--- config.mk ---
export PLATFORM = sky130hd
export DESIGN_NAME = sm83_int_ctrl
export DESIGN_NICKNAME = d
export VERILOG_FILES = /design/src/rtl/sm83_int_ctrl.sv
export SDC_FILE = /design/constraint.sdc
export NUM_CORES = 1
export LEC_CHECK = 0
export ABC_CLOCK_PERIOD_IN_PS = 1650
export BUFFER_PORTS_ARGS = -buffer_cell sky130_fd_sc_hd__buf_4
export CAP_MARGIN = 40
export CORE_MARGIN = 10
export CORE_UTILIZATION = 42
export DETAILED_ROUTE_END_ITERATION = 10
export PLACE_DENSITY = 0.86
export REMOVE_ABC_BUFFERS = 1
export SYNTH_ARGS = -nofsm -noshare
export SYNTH_HDL_FRONTEND = slang
export SYNTH_SLANG_ARGS = --single-unit
--- constraint.sdc ---
create_clock -name clk_i -period 1.65 [get_ports clk_i]
set_clock_uncertainty 0.05 [all_clocks]
set_input_delay 0.33 -clock clk_i [delete_from_list [all_inputs] [get_ports clk_i]]
set_output_delay 0.33 -clock clk_i [all_outputs]
set_load 0.005 [all_outputs]
--- src/rtl/sm83_int_ctrl.sv ---
// -----------------------------------------------------------------------------
// sm83_int_ctrl
//   Interrupt controller for the SM83 core dispatch interface. Holds IF and IE,
//   latches peripheral requests into IF, raises int_pending_o (also the HALT
//   wake) and resolves the interrupt vector during the core's dispatch.
//
//   State table
//     IDLE     | waiting for dispatch_start_i
//     WAIT_SEL | dispatch in progress, waiting for dispatch_sel_i to resolve
//
//   Ports
//     clk_i, rst_n_i       clock, asynchronous active-low reset
//     addr_i, wdata_i      CPU bus address / write data
//     wr_i, rd_i           write strobe / read strobe
//     rdata_o              registered read data (0x00 outside IF/IE)
//     irq_req_i            peripheral request lines (bit 0 = VBlank, highest)
//     int_pending_o        |(IE & IF), independent of IME
//     dispatch_start_i     core begins interrupt dispatch
//     dispatch_sel_i       core vector-resolve cycle
//     dispatch_busy_o      high while in WAIT_SEL
//     vec_valid_o          one-cycle pulse, int_vector_o is valid
//     int_vector_o         resolved vector, held until the next resolve
//
//   Build option
//     INTC_REQ_EDGE_EN : requests set IF on rising edges of irq_req_i only.
//                        Undefined: irq_req_i is sampled as a level each cycle.
// -----------------------------------------------------------------------------
module sm83_int_ctrl #(
  parameter int          NUM_IRQ = 5,
  parameter logic [15:0] IF_ADDR = 16'hFF0F,
  parameter logic [15:0] IE_ADDR = 16'hFFFF
) (
  input  logic               clk_i,
  input  logic               rst_n_i,
  input  logic [15:0]        addr_i,
  input  logic [7:0]         wdata_i,
  input  logic               wr_i,
  input  logic               rd_i,
  output logic [7:0]         rdata_o,
  input  logic [NUM_IRQ-1:0] irq_req_i,
  output logic               int_pending_o,
  input  logic               dispatch_start_i,
  input  logic               dispatch_sel_i,
  output logic               dispatch_busy_o,
  output logic               vec_valid_o,
  output logic [15:0]        int_vector_o
);

  typedef enum logic {
    IDLE     = 1'b0,
    WAIT_SEL = 1'b1
  } state_e;

  state_e               state_q, state_d;
  logic [NUM_IRQ-1:0]   if_q, if_d;
  logic [7:0]           ie_q, ie_d;
  logic [7:0]           rdata_q, rdata_d;
  logic [15:0]          vec_q, vec_d;
  logic                 vec_valid_q, vec_valid_d;

  logic [NUM_IRQ-1:0]   req_set;
  logic [NUM_IRQ-1:0]   pend;
  logic [NUM_IRQ-1:0]   clr_mask;
  logic [2:0]           idx;
  logic [4:0]           if_pad;
  logic                 wr_if, wr_ie;

  assign wr_if = wr_i && (addr_i == IF_ADDR);
  assign wr_ie = wr_i && (addr_i == IE_ADDR);

`ifdef INTC_REQ_EDGE_EN
  logic [NUM_IRQ-1:0] irq_req_q;

  // History resets to 0, so a line already high at reset release is an edge.
  always_ff @(posedge clk_i or negedge rst_n_i) begin
    if (!rst_n_i) irq_req_q <= '0;
    else          irq_req_q <= irq_req_i;
  end

  assign req_set = irq_req_i & ~irq_req_q;
`else
  assign req_set = irq_req_i;
`endif

  // Pending set uses register values, so a same-cycle write cannot alter the
  // source being resolved; that is what lets a mid-dispatch IE/IF change
  // cancel (or redirect) the dispatch.
  assign pend          = ie_q[NUM_IRQ-1:0] & if_q;
  assign int_pending_o = |pend;

  always_comb begin
    idx = 3'd0;
    for (int i = NUM_IRQ - 1; i >= 0; i--) begin
      if (pend[i]) idx = 3'(i);
    end
  end

  always_comb begin
    if_pad              = 5'b0;
    if_pad[NUM_IRQ-1:0] = if_q;
  end

  always_comb begin
    state_d     = state_q;
    vec_d       = vec_q;
    vec_valid_d = 1'b0;
    clr_mask    = '0;
    case (state_q)
      IDLE: begin
        if (dispatch_start_i) state_d = WAIT_SEL;
      end
      WAIT_SEL: begin
        if (dispatch_sel_i) begin
          vec_valid_d = 1'b1;
          state_d     = IDLE;
          if (|pend) begin
            clr_mask = NUM_IRQ'(1) << idx;
            vec_d    = 16'h0040 + {10'd0, idx, 3'd0};
          end else begin
            vec_d    = 16'h0000;
          end
        end
      end
      default: state_d = IDLE;
    endcase
  end

  // Write first, then the dispatch clear, then requests on top: a request
  // always survives a same-cycle clear or write.
  always_comb begin
    if_d = wr_if ? wdata_i[NUM_IRQ-1:0] : if_q;
    if_d = (if_d & ~clr_mask) | req_set;
    ie_d = wr_ie ? wdata_i : ie_q;
  end

  always_comb begin
    rdata_d = rdata_q;
    if (rd_i) begin
      if (addr_i == IF_ADDR)      rdata_d = {3'b111, if_pad};
      else if (addr_i == IE_ADDR) rdata_d = ie_q;
      else                        rdata_d = 8'h00;
    end
  end

  always_ff @(posedge clk_i or negedge rst_n_i) begin
    if (!rst_n_i) begin
      state_q     <= IDLE;
      if_q        <= '0;
      ie_q        <= 8'h00;
      rdata_q     <= 8'h00;
      vec_q       <= 16'h0000;
      vec_valid_q <= 1'b0;
    end else begin
      state_q     <= state_d;
      if_q        <= if_d;
      ie_q        <= ie_d;
      rdata_q     <= rdata_d;
      vec_q       <= vec_d;
      vec_valid_q <= vec_valid_d;
    end
  end

  assign rdata_o         = rdata_q;
  assign dispatch_busy_o = (state_q == WAIT_SEL);
  assign vec_valid_o     = vec_valid_q;
  assign int_vector_o    = vec_q;

endmodule

### Word-level counts from Yosys, hierarchy flattened

Cells that the tools add are included.

| storage, ports and cells | value |
|---|---|
| bits in registers | 39 |
| input bits | 35 |
| word-level logic and storage cells | 36 |

| operators by class | value |
|---|---|
| add/subtract/negate cells | 1 |
| equality and inequality tests | 2 |
| shifts and indexed selects | 1 |
| multiplexer cells | 17 |
| bitwise operators | 5 |
| reductions and logical operators | 4 |

Operator list:

| cell | number |
|---|---|
| $eq 16x16->1 const B | 2 |
| $mux 8 | 3 |
| $mux 5 | 4 |
| $mux 3 | 5 |
| $and 5x5->5 | 2 |
| $add 7x6->8 const A | 1 |
| $not 5->5 | 1 |
| $or 5x5->5 | 1 |
| $reduce_or 5->1 | 1 |
| $shl 1x3->5 const A | 1 |
| $mux 1 | 4 |
| $logic_and 1x1->1 | 2 |
| $pmux 1 s2 | 1 |
| $reduce_and 2->1 | 1 |
| $not 1->1 | 1 |

### Longest topological paths before layout

| depth | value |
|---|---|
| depth in word-level cells | 13 |
| mapped depth | 5 |

### Worst setup path before layout

OpenSTA, ideal clock, no wires.

| timing path | value |
|---|---|
| path kind | input to register |
| from | input port addr_i[4] |
| to | register if_q[4] (netlist: if_pad[4]) |
| library setup time | 0.127 ns |
| arrival time | 1.589 ns |
| setup slack | -0.116 ns |
| stages | 4 |
| buffers on the path | 0 |
| path through | or4_4 -> nor2_1 -> nand2_1 -> a311o_2 |

| on the way | value |
|---|---|
| word-level cells in the longest chain between the ends | 5 |

RTL lines:

| what | line | text |
|---|---|---|
| start, declared | 35 | `input logic [15:0] addr_i,` |
| $eq 16x16->1 | 68 | `assign wr_if = wr_i && (addr_i == IF_ADDR);` |
| $logic_and 1x1->1 | 68 |  |
| $mux 5 | 131 | `if_d = wr_if ? wdata_i[NUM_IRQ-1:0] : if_q;` |
| $and 5x5->5 | 132 | `if_d = (if_d & ~clr_mask) \| req_set;` |
| $or 5x5->5 | 132 |  |
| via if_d[4] | 55 | `logic [NUM_IRQ-1:0] if_q, if_d;` |
| end signal, assigned | 155 | `if_q <= if_d;` |
| end, declared | 55 |  |

The timed path passes the listed nets, and every way through them passes these cells.
A chain may end at the register's enable or synchronous reset.

### Worst setup path after layout

| timing path | value |
|---|---|
| from | register if_q[1] (netlist: if_pad[1]) |
| to | output port int_pending_o |

| on the way | value |
|---|---|
| word-level cells in the longest chain between the ends | 2 |

RTL lines:

| what | line | text |
|---|---|---|
| $and 5x5->5 | 88 | `assign pend = ie_q[NUM_IRQ-1:0] & if_q;` |
| $reduce_or 5->1 | 89 | `assign int_pending_o = \|pend;` |
| end, declared | 41 | `output logic int_pending_o,` |

No other way between the ends.

==> run metrics <==
outcome finished, violations left; failing checks negative setup slack; Power Total between 1 and 1.5 mW; cell area power density 588.8 nW/um2; Peak VDD IR 0.2634 mV; Worst Setup EP int_pending_o; crit start category flip-flop; Initial DRT Pass Iterations 4; DRT iter0 DRCs 111; HP Class in -> reg; Seq pwr share 0.602; FP Rows 20; Seq/Total Area, Yosys 0.4882; Synth area leaders dfrtp_1, buf_4, mux2_2; internal power roughly 870 uW; CP startpoint if_pad[1]; GP Congestion 0.8404; R2R depth 5; Synth top area share 0.4882; largest net degree at the start of global routing 28; IO Count 62; Residual DRC 0; DRT met1 WL 1.599 mm; Placeable Area 3103 um2; Routed met2 length roughly 1.9 mm; H-tree depth 1; total routed wirelength 3.924 mm; Remaining Overflow, GRT 0; first-pass GRT wire length roughly 6.4 mm; Crit-path slowest cell dfrtp_1; Final Hold Fails 0; RSZ-0062 raised after global routing true; worst endpoint data arrival time 1.32 ns; NetSw between 200 and 300 uW; count leader, synth dfrtp_1; CTS tree yes; vias in the first global route 1312; WL met3 350 um; clock sinks 27; dpl hpwl approximately 3.0 mm; final setup fails 1; P_leak 0.9824 nW; initial antenna violation count 0; Synth top cells by count dfrtp_1, nor2_1, a21oi_1, buf_4; pre-CTS setup slack -0.1800 ns; fin area 1964 um2; Total GRT Usage 0.1287; final hold slack 0.1138 ns; Routed Antenna Nets 0; highest routed layer met4; CP Depth 4; sw frac 0.2456; vias post-DR approximately 1200; post-synthesis async set-or-reset flop share 1.000; CP Data Required Time 1.27 ns; drt wl/cell roughly 16 um; max-slew violations 0; Synth area leader dfrtp_1; die area 5991 um2; Distinct cells, synth 30; Fmax slightly below 600 MHz; Final WS setup -0.04965 ns; Inserted Clock Buffers 3; worst path bufs/invs 2; yosys warns 0; number of vias per cell 5.077; cell count after synthesis between 100 and 150; critical-path cell list a22oi_2 > buf_4 > nand3_2 > buf_6; WS Path Type reg -> out; Starting Density 0.4460; antenna cells 0; Avg Inst Size Synth about 11 um2; clock buffer depth 2; CP max FO 2; clock slew at reported path FFs 0.15 ns; CP peak stage delay 0.42 ns; IO buf count 49; R2R setup slack 0.07 ns; r2r startpoint if_pad[0]; part of the cycle the worst path needs 1.030; Total Neg Setup Slack -0.04965 ns; EDFF count, synth 0; Max-Cap Viols 0; synthesized area 1384 um2; worst skew pair latency 0.32 ns; Critical Path Sink Type primary output; minimum clock period 1.700 ns; Main synth FF type dfrtp_1; CTS root buf clkbuf_4; combinational power share 0.155; chip width 77.40 um; Layout area overhead 41.95%; share of cells above drive strength 1 0.4802; Die Y 77.40 um; RR Endpoint if_pad[1]; placed cell area 1871 um2; clock network power share 0.243; nets 238; Top Family by Delay on Critical Path flip-flops; Yosys reg bits 27
==> power by group through the flow <==
stage	Combinational, mW	Sequential [mW]	Clock, mW
2_1_floorplan	0.0409	0.710	0
3_3_place_gp	0.175	0.707	0
3_5_place_dp	0.177	0.708	0
4_1_cts	0.179	0.696	0.288
5_1_grt	0.199	0.700	0.317
6_report	0.180	0.696	0.281
==> cell families after synthesis <==
| family | count (synthesis) | share of synthesized area |
|---|---|---|
| AND/OR/NAND/NOR | 45 | 0.2089 |
| AO/OA/AOI/OAI | 29 | 0.1438 |
| flip-flops | 27 | 0.4882 |
| other | 1 | 0.002710 |
| buffers and inverters | 19 | 0.08409 |
| multiplexers | 9 | 0.07234 |
==> stage by stage <==
| step | cells | utilization |
|---|---|---|
| finish | 246 | 0.6331 |
| global route | 246 | 0.6331 |
| CTS | 244 | 0.6282 |
| detailed placement | 236 | 0.6028 |
| global placement | 236 | 0.6028 |
| floorplan | 127 | - |
==> placed cells by master, fill, tap and decap left out, drive strengths merged <==
master,Yosys,final
buf,13,70
dfrtp,27,27
nor2,18,18
a21oi,12,12
conb,1,12
nand2,9,9
mux2,8,8
a22oi,7,7
inv,5,5
nand4,5,5
a211oi,3,3
clkbuf,1,3
a221oi,2,2
nand4b,2,2
and4,2,2
a311o,2,2
nor4,2,2
nand3,2,2
and4b,1,1
or4,1,1
nor3,1,1
and2,1,1
and3b,1,1
o31ai,1,1
mux2i,1,1
a22o,1,1
a21o,1,1
clkinv,0,1
dlygate4sd3,0,1
==> worst register-to-register path: cells and delay by family (launching register included) <==
kind | cells | cell delay, ns
AO/OA/AOI/OAI | 1 | 0.35
AND/OR/NAND/NOR | 3 | 0.48
buffers and inverters | 1 | 0.16
flip-flops | 1 | 0.43
==> worst min-delay path by stage <==
stage | slack, ns | endpoint | depth (start not counted) | start
final | 0.11 | dispatch_busy_o | 2 | dispatch_sel_i
after global routing | 0.10 | dispatch_busy_o | 2 | dispatch_sel_i
after CTS | 0.12 | dispatch_busy_o | 2 | dispatch_sel_i
after detailed placement | 0.21 | ie_q[6] | 1 | rst_n_i
after global placement | 0.21 | rdata_o[5] | 1 | rst_n_i
after floorplan | -0.02 | dispatch_busy_o | 0 | rst_n_i
==> layout make-up <==
class | count | area [um2]
clock buffers | 3 | 22.52
clock inverters | 1 | 5.005
well taps | 44 | 55.05
fillers | 264 | 1139
inverters | 5 | 18.77
multi-input cells | 95 | 648.1
flip-flops and latches | 27 | 675.6
repair buffers | 71 | 539.3
==> registers in the layout, summed over array words and instances (netlist names) <==
name	count
vec_valid_o	1
dispatch_busy_o	1
rdata_o	8
int_vector_o	4
if_pad	5
ie_q	8
==> layer usage <==
metal / GRT usage / vias up
li1: - / 595
met4: 0.03102 / 0
met3: 0.03687 / 12
met1: 0.1500 / 568
met2: 0.2266 / 74
met5: 0 / -
==> timing repair <==
| action | CTS | global route |
|---|---|---|
| endpoints found under the setup margin | 1 | 2 |
| setup buffers | 3 | 2 |
| gates resized for setup | 4 | 0 |
| pin swaps | 1 | 2 |
| hold buffers | 1 | 0 |
| hold endpoints to repair | 27 | 0 |
No activity file was read; power rests on OpenSTA's default activity.
